==> src/rtl/display_pkg.sv <==
// Shared types and glyph table for the binary-to-BCD display stage.
// Glyphs are active-high and packed as {g,f,e,d,c,b,a}.
package display_pkg;

  typedef enum logic {IDLE, CONV} bcd_estado_t;

  localparam logic [6:0] SEG_LUT [0:9] = '{
    7'h3F, 7'h06, 7'h5B, 7'h4F, 7'h66,
    7'h6D, 7'h7D, 7'h07, 7'h7F, 7'h6F
  };

  localparam logic [6:0] SEG_BLANK = 7'h00;

endpackage

==> src/rtl/binario_a_bcd_display_if.sv <==
// Start/result bus between the counter side (master) and the converter (slave).
interface binario_a_bcd_display_if #(
  parameter int N      = 6,
  parameter int DIGITS = 2
);

  logic                  inicio;
  logic [N-1:0]          valor;
  logic                  ocupado;
  logic                  listo;
  logic [4*DIGITS-1:0]   bcd;
  logic [7*DIGITS-1:0]   displays;

  modport master (
    output inicio, valor,
    input  ocupado, listo, bcd, displays
  );

  modport slave (
    input  inicio, valor,
    output ocupado, listo, bcd, displays
  );

endinterface

==> src/rtl/bcd_a_siete_segmentos.sv <==
// One BCD digit to 7 segments; non-decimal nibbles are blanked.
module bcd_a_siete_segmentos
  import display_pkg::*;
#(
  parameter bit ACTIVE_LOW = 1'b1
) (
  input  logic [3:0] digito,
  output logic [6:0] segmentos
);

  logic [6:0] glifo;

  always_comb begin
    glifo = SEG_BLANK;
    if (digito <= 4'd9) begin
      glifo = SEG_LUT[digito];
    end
  end

  assign segmentos = ACTIVE_LOW ? ~glifo : glifo;

endmodule

==> src/rtl/binario_a_bcd_display.sv <==
// Sequential double-dabble converter: N shift cycles per value, result held in
// registered bcd until the next completed conversion, one 7-segment decoder per digit.
module binario_a_bcd_display
  import display_pkg::*;
#(
  parameter int N          = 6,
  parameter int DIGITS     = 2,
  parameter bit ACTIVE_LOW = 1'b1
) (
  input  logic                    clk,
  input  logic                    reset,
  binario_a_bcd_display_if.slave  bus
);

  localparam int W  = 4*DIGITS + N;
  localparam int CW = $clog2(N+1);

  if (!((10**DIGITS) > (2**N - 1))) begin : g_param_check
    $error("DIGITS too small to hold 2**N-1 in decimal");
  end

  bcd_estado_t          estado_reg;
  logic [W-1:0]         sh_reg;
  logic [W-1:0]         ajustado;
  logic [W-1:0]         sh_next;
  logic [CW-1:0]        cnt_reg;
  logic                 ocupado_reg;
  logic                 listo_reg;
  logic [4*DIGITS-1:0]  bcd_reg;
  logic [7*DIGITS-1:0]  displays_w;

  // Add-3 correction on each BCD nibble (4-bit wrap, no carry), binary part untouched.
  assign ajustado[N-1:0] = sh_reg[N-1:0];
  for (genvar gi = 0; gi < DIGITS; gi++) begin : g_ajuste
    assign ajustado[N+4*gi +: 4] = (sh_reg[N+4*gi +: 4] >= 4'd5)
                                   ? sh_reg[N+4*gi +: 4] + 4'd3
                                   : sh_reg[N+4*gi +: 4];
  end

  // Shift left by one; the bit leaving the top is dropped.
  assign sh_next = W'({ajustado, 1'b0});

  always_ff @(posedge clk) begin
    if (reset) begin
      estado_reg  <= IDLE;
      sh_reg      <= '0;
      cnt_reg     <= '0;
      ocupado_reg <= 1'b0;
      listo_reg   <= 1'b0;
      bcd_reg     <= '0;
    end else begin
      listo_reg <= 1'b0;
      case (estado_reg)
        IDLE: begin
          if (bus.inicio) begin
            sh_reg      <= {{(4*DIGITS){1'b0}}, bus.valor};
            cnt_reg     <= '0;
            ocupado_reg <= 1'b1;
            estado_reg  <= CONV;
          end
        end
        CONV: begin
          sh_reg  <= sh_next;
          cnt_reg <= cnt_reg + 1'b1;
          if (cnt_reg == CW'(N-1)) begin
            bcd_reg     <= sh_next[W-1:N];
            listo_reg   <= 1'b1;
            ocupado_reg <= 1'b0;
            estado_reg  <= IDLE;
          end
        end
        default: estado_reg <= IDLE;
      endcase
    end
  end

  for (genvar gi = 0; gi < DIGITS; gi++) begin : g_digito
    bcd_a_siete_segmentos #(
      .ACTIVE_LOW (ACTIVE_LOW)
    ) u_seg (
      .digito    (bcd_reg[4*gi +: 4]),
      .segmentos (displays_w[7*gi +: 7])
    );
  end

  assign bus.ocupado  = ocupado_reg;
  assign bus.listo    = listo_reg;
  assign bus.bcd      = bcd_reg;
  assign bus.displays = displays_w;

endmodule
==> src/flat_wrapper.sv <==
// flat-port wrapper written by rule: the top's interface ports become plain ports
module binario_a_bcd_display_flat import display_pkg::*;
#(
  parameter int N          = 6,
  parameter int DIGITS     = 2,
  parameter bit ACTIVE_LOW = 1'b1
)
  (clk, reset, bus_inicio, bus_valor, bus_ocupado, bus_listo, bus_bcd, bus_displays);
  binario_a_bcd_display_if #(.N(N), .DIGITS(DIGITS)) bus_i ();
  input  logic clk;
  input  logic reset;
  input wire logic [$bits(bus_i.inicio)-1:0] bus_inicio;
  input wire logic [$bits(bus_i.valor)-1:0] bus_valor;
  output wire logic [$bits(bus_i.ocupado)-1:0] bus_ocupado;
  output wire logic [$bits(bus_i.listo)-1:0] bus_listo;
  output wire logic [$bits(bus_i.bcd)-1:0] bus_bcd;
  output wire logic [$bits(bus_i.displays)-1:0] bus_displays;
  assign bus_i.inicio = bus_inicio;
  assign bus_i.valor = bus_valor;
  assign bus_ocupado = bus_i.ocupado;
  assign bus_listo = bus_i.listo;
  assign bus_bcd = bus_i.bcd;
  assign bus_displays = bus_i.displays;
  binario_a_bcd_display #(.N(N), .DIGITS(DIGITS), .ACTIVE_LOW(ACTIVE_LOW)) u_core (.clk(clk), .reset(reset), .bus(bus_i));
endmodule
==> config.mk <==
export PLATFORM = sky130hd
export DESIGN_NAME = binario_a_bcd_display_flat
export DESIGN_NICKNAME = d
export VERILOG_FILES = /design/src/rtl/display_pkg.sv /design/src/rtl/binario_a_bcd_display_if.sv /design/src/rtl/bcd_a_siete_segmentos.sv /design/src/rtl/binario_a_bcd_display.sv /design/src/flat_wrapper.sv
export SDC_FILE = /design/constraint.sdc
export NUM_CORES = 1
export LEC_CHECK = 0
export ABC_AREA = 0
export BUFFER_PORTS_ARGS = -buffer_cell sky130_fd_sc_hd__buf_2
export CAP_MARGIN = 20
export CORE_MARGIN = 1
export CORE_UTILIZATION = 40
export DETAILED_ROUTE_END_ITERATION = 10
export PLACE_DENSITY = 0.7
export RECOVER_POWER = 100
export REMOVE_ABC_BUFFERS = 1
export SLEW_MARGIN = 5
export SYNTH_ARGS = -nofsm -noshare
export SYNTH_HDL_FRONTEND = slang
export SYNTH_SLANG_ARGS = --single-unit
==> constraint.sdc <==
create_clock -name clk -period 4.4 [get_ports clk]
set_clock_uncertainty 0.2 [all_clocks]
set_input_delay 0.22 -clock clk [delete_from_list [all_inputs] [get_ports clk]]
set_output_delay 0.22 -clock clk [all_outputs]
set_load 0.005 [all_outputs]
==> flow_summary.ini <==
[global_routing]
grt_pass1_wl_um = 5170
gr-total-overflow = 0
antenna_found_initial = 0
grt_pass1_vias = 1266
grt.total_usage_pct = 15.0
grt_max_degree = 26

[routing]
drt-initial-drc-count = 53
firstDrtPassIters = 4
wl_um = 3010
wire_per_inst_um = 10.8
ant_nets = 0
vias = 1392
viasPerCell = 5.01
drcViolationCount = 0

[power]
power_density_nw_per_um2 = 248
ir_worst_vdd_uv = 214
p_int_uw = 352
p_leak_nw = 0.803
clkPwrFrac_pct = 34.6
seqPwrFrac_pct = 58.8
p_switching_uw = 102
p_sw_share_pct = 22.4
combPwrFrac_pct = 6.7
power_uw = 454

[finish]
layout-drive-gt1-share_pct = 10.9
seq_area_um2 = 561
fillers = 392
final_cells = 278
syn2layout_area_growth_pct = 11.2
fin_nets = 258
multi_input_area_um2 = 962
final_common_cell = dfxtp_1
final_area_um2 = 1830
layout_common_cells = dfxtp_1 (28), nor2_1 (25), nand2_1 (22)
largest_register_ffs = 14
diodes = 0
fin_util_pct = 48.2

[outcome]
status = completed

[critical_path]
path_max_fanout = 25
cp_slowest_stage_delay_ns = 0.85
slowest_stage = dfxtp_1
critical_path_buf_inv_count = 2
crit_chain = clkinvlp_2 > nor2_1 > nand3_1 > inv_1 > a22o_1
startpoint = u_core.estado_reg$_SDFF_PP0_
cpLargestDelayFamily = flip-flops
rrSetupSlack_ns = 2.02
worstPathRequired_ns = 4.42
critPathArrivalTime_ns = 2.40
regToRegStartpoint = u_core.estado_reg$_SDFF_PP0_
crit_path_start_kind = flop
cp-end-kind = flop
crit_type = flop to flop

[timing]
rsz0062_at_grt = false
slew_viol_final = 0
worst_slew_pin_slew_ns = 0.792
fmax_mhz = 420
timing.hold.ws_ns = 0.0535
min_period_ns = 2.38
fin_crit_sh_pct = 54.1
setup_violations = 0
hold_viol_final = 0
tns_ns = 0
max_slew_margin_pct = 47.1
postLayoutSetupSlackWorst_ns = 2.02

[place]
io_buffers = 32
place.gp.congestion = 0.820
dpl_cell_area_um2 = 1820
dpl.hpwl_um = 2240
pre_cts_ws_ns = 2.55
numPlacedInstances = 274

[floorplan]
fp.dieH_um = 66.2
die-area_um2 = 4380
die_w_um = 66.2
core-area_um2 = 3800
initial_core_util_pct = 43.3
num_io_pins = 33
rows = 22

[clocking]
clkTransAtPathRegs_ns = 0.09
htreeDepth = 1
root_buffer = clkbuf_8
cts.sinks = 28
cts_tree = built
clockBufferDepth = 2
clk_latency_ns = 0.27
cts_resized = 0
postCtsSetupRepairBufs = 0
holdBufCountCts = 0
cts-buffers-inserted = 3

[yosys]
synthesis.instances = 202
synth_warnings = 0
syn_avg_cell_area_um2 = 8.15
synth_seq_cells = 28
ys_types = 33
synth.cell_area_um2 = 1650
ys_seq_area_share_pct = 34.0

[hold_path]
min-delay-path-class = primary input to flop
min_from = bus_valor[0]

[job]
maxCapViolations = 0
[tightest hold or removal path, cell delays in order]
cell	delay (ns)
buf_2	0.08
mux2i_1	0.05
nor3_1	0.13
[power by group through the flow]
stage | clock network (mW) | registers [mW] | logic [mW]
2_1_floorplan | 0 | 0.271 | 0.0193
3_3_place_gp | 0 | 0.273 | 0.0310
3_5_place_dp | 0 | 0.273 | 0.0311
4_1_cts | 0.162 | 0.267 | 0.0314
5_1_grt | 0.171 | 0.268 | 0.0348
6_report | 0.157 | 0.267 | 0.0302
[logic make-up (layout without fill, tap and decap cells)]
family	Yosys count	count (layout)	share of synthesized area, %
compound gates	50	50	17.9
fa+ha+maj	18	18	13.7
buf+inv	21	49	6.15
mux	10	10	6.38
simple gates	73	73	20.7
flops	28	28	34.0
xor+xnor	2	2	1.06
[Yosys cell counts (all sizes together)]
cell type,n,area [um^2]
mux2i,9,90.1
nor2b,2,12.5
xnor2,2,17.5
a21oi,21,113
nor3b,3,22.5
nand2b,8,52.6
buf,5,38.8
a22o,2,17.5
mux2,1,15.0
a22oi,2,15.0
nand3b,1,7.51
nor2,25,93.8
inv,13,51.3
o41ai,1,8.76
a32o,1,10.0
dfxtp,28,561
o21bai,2,15.0
o21ai,19,95.1
nor3,6,30.0
nand2,22,82.6
clkbuf,3,11.3
or4b,1,10.0
ha,18,225
nand3,5,30.0
o31a,1,8.76
a31oi,1,12.5
[layer usage]
metal | vias up | track usage, % | wire length (um)
li1 | 739 | - | -
met1 | 615 | 18.0 | 1510
met2 | 34 | 26.7 | 1340
met3 | 4 | 2.59 | 131
met4 | 0 | 4.79 | 31
met5 | - | 0 | 0
[final timing paths]
check                                                      end  depth (start not counted)
worst max-delay path            u_core.bus.bcd[2]$_SDFFE_PP0P_                          5
worst min-delay path             u_core.sh_reg[0]$_SDFFE_PP0P_                          3
worst max register to register  u_core.bus.bcd[2]$_SDFFE_PP0P_                          5
worst min register to register   u_core.sh_reg[3]$_SDFFE_PP0P_                          2
[layout make-up]
| type | instances | area share, % |
|---|---|---|
| clock buffers | 4 | 3.01 |
| well taps | 48 | 3.28 |
| repair buffers | 32 | 7.86 |
| inverters | 13 | 2.73 |
| flip-flops and latches | 28 | 30.6 |
| multi-input cells | 153 | 52.5 |
Power figures use the tool's default switching activity.
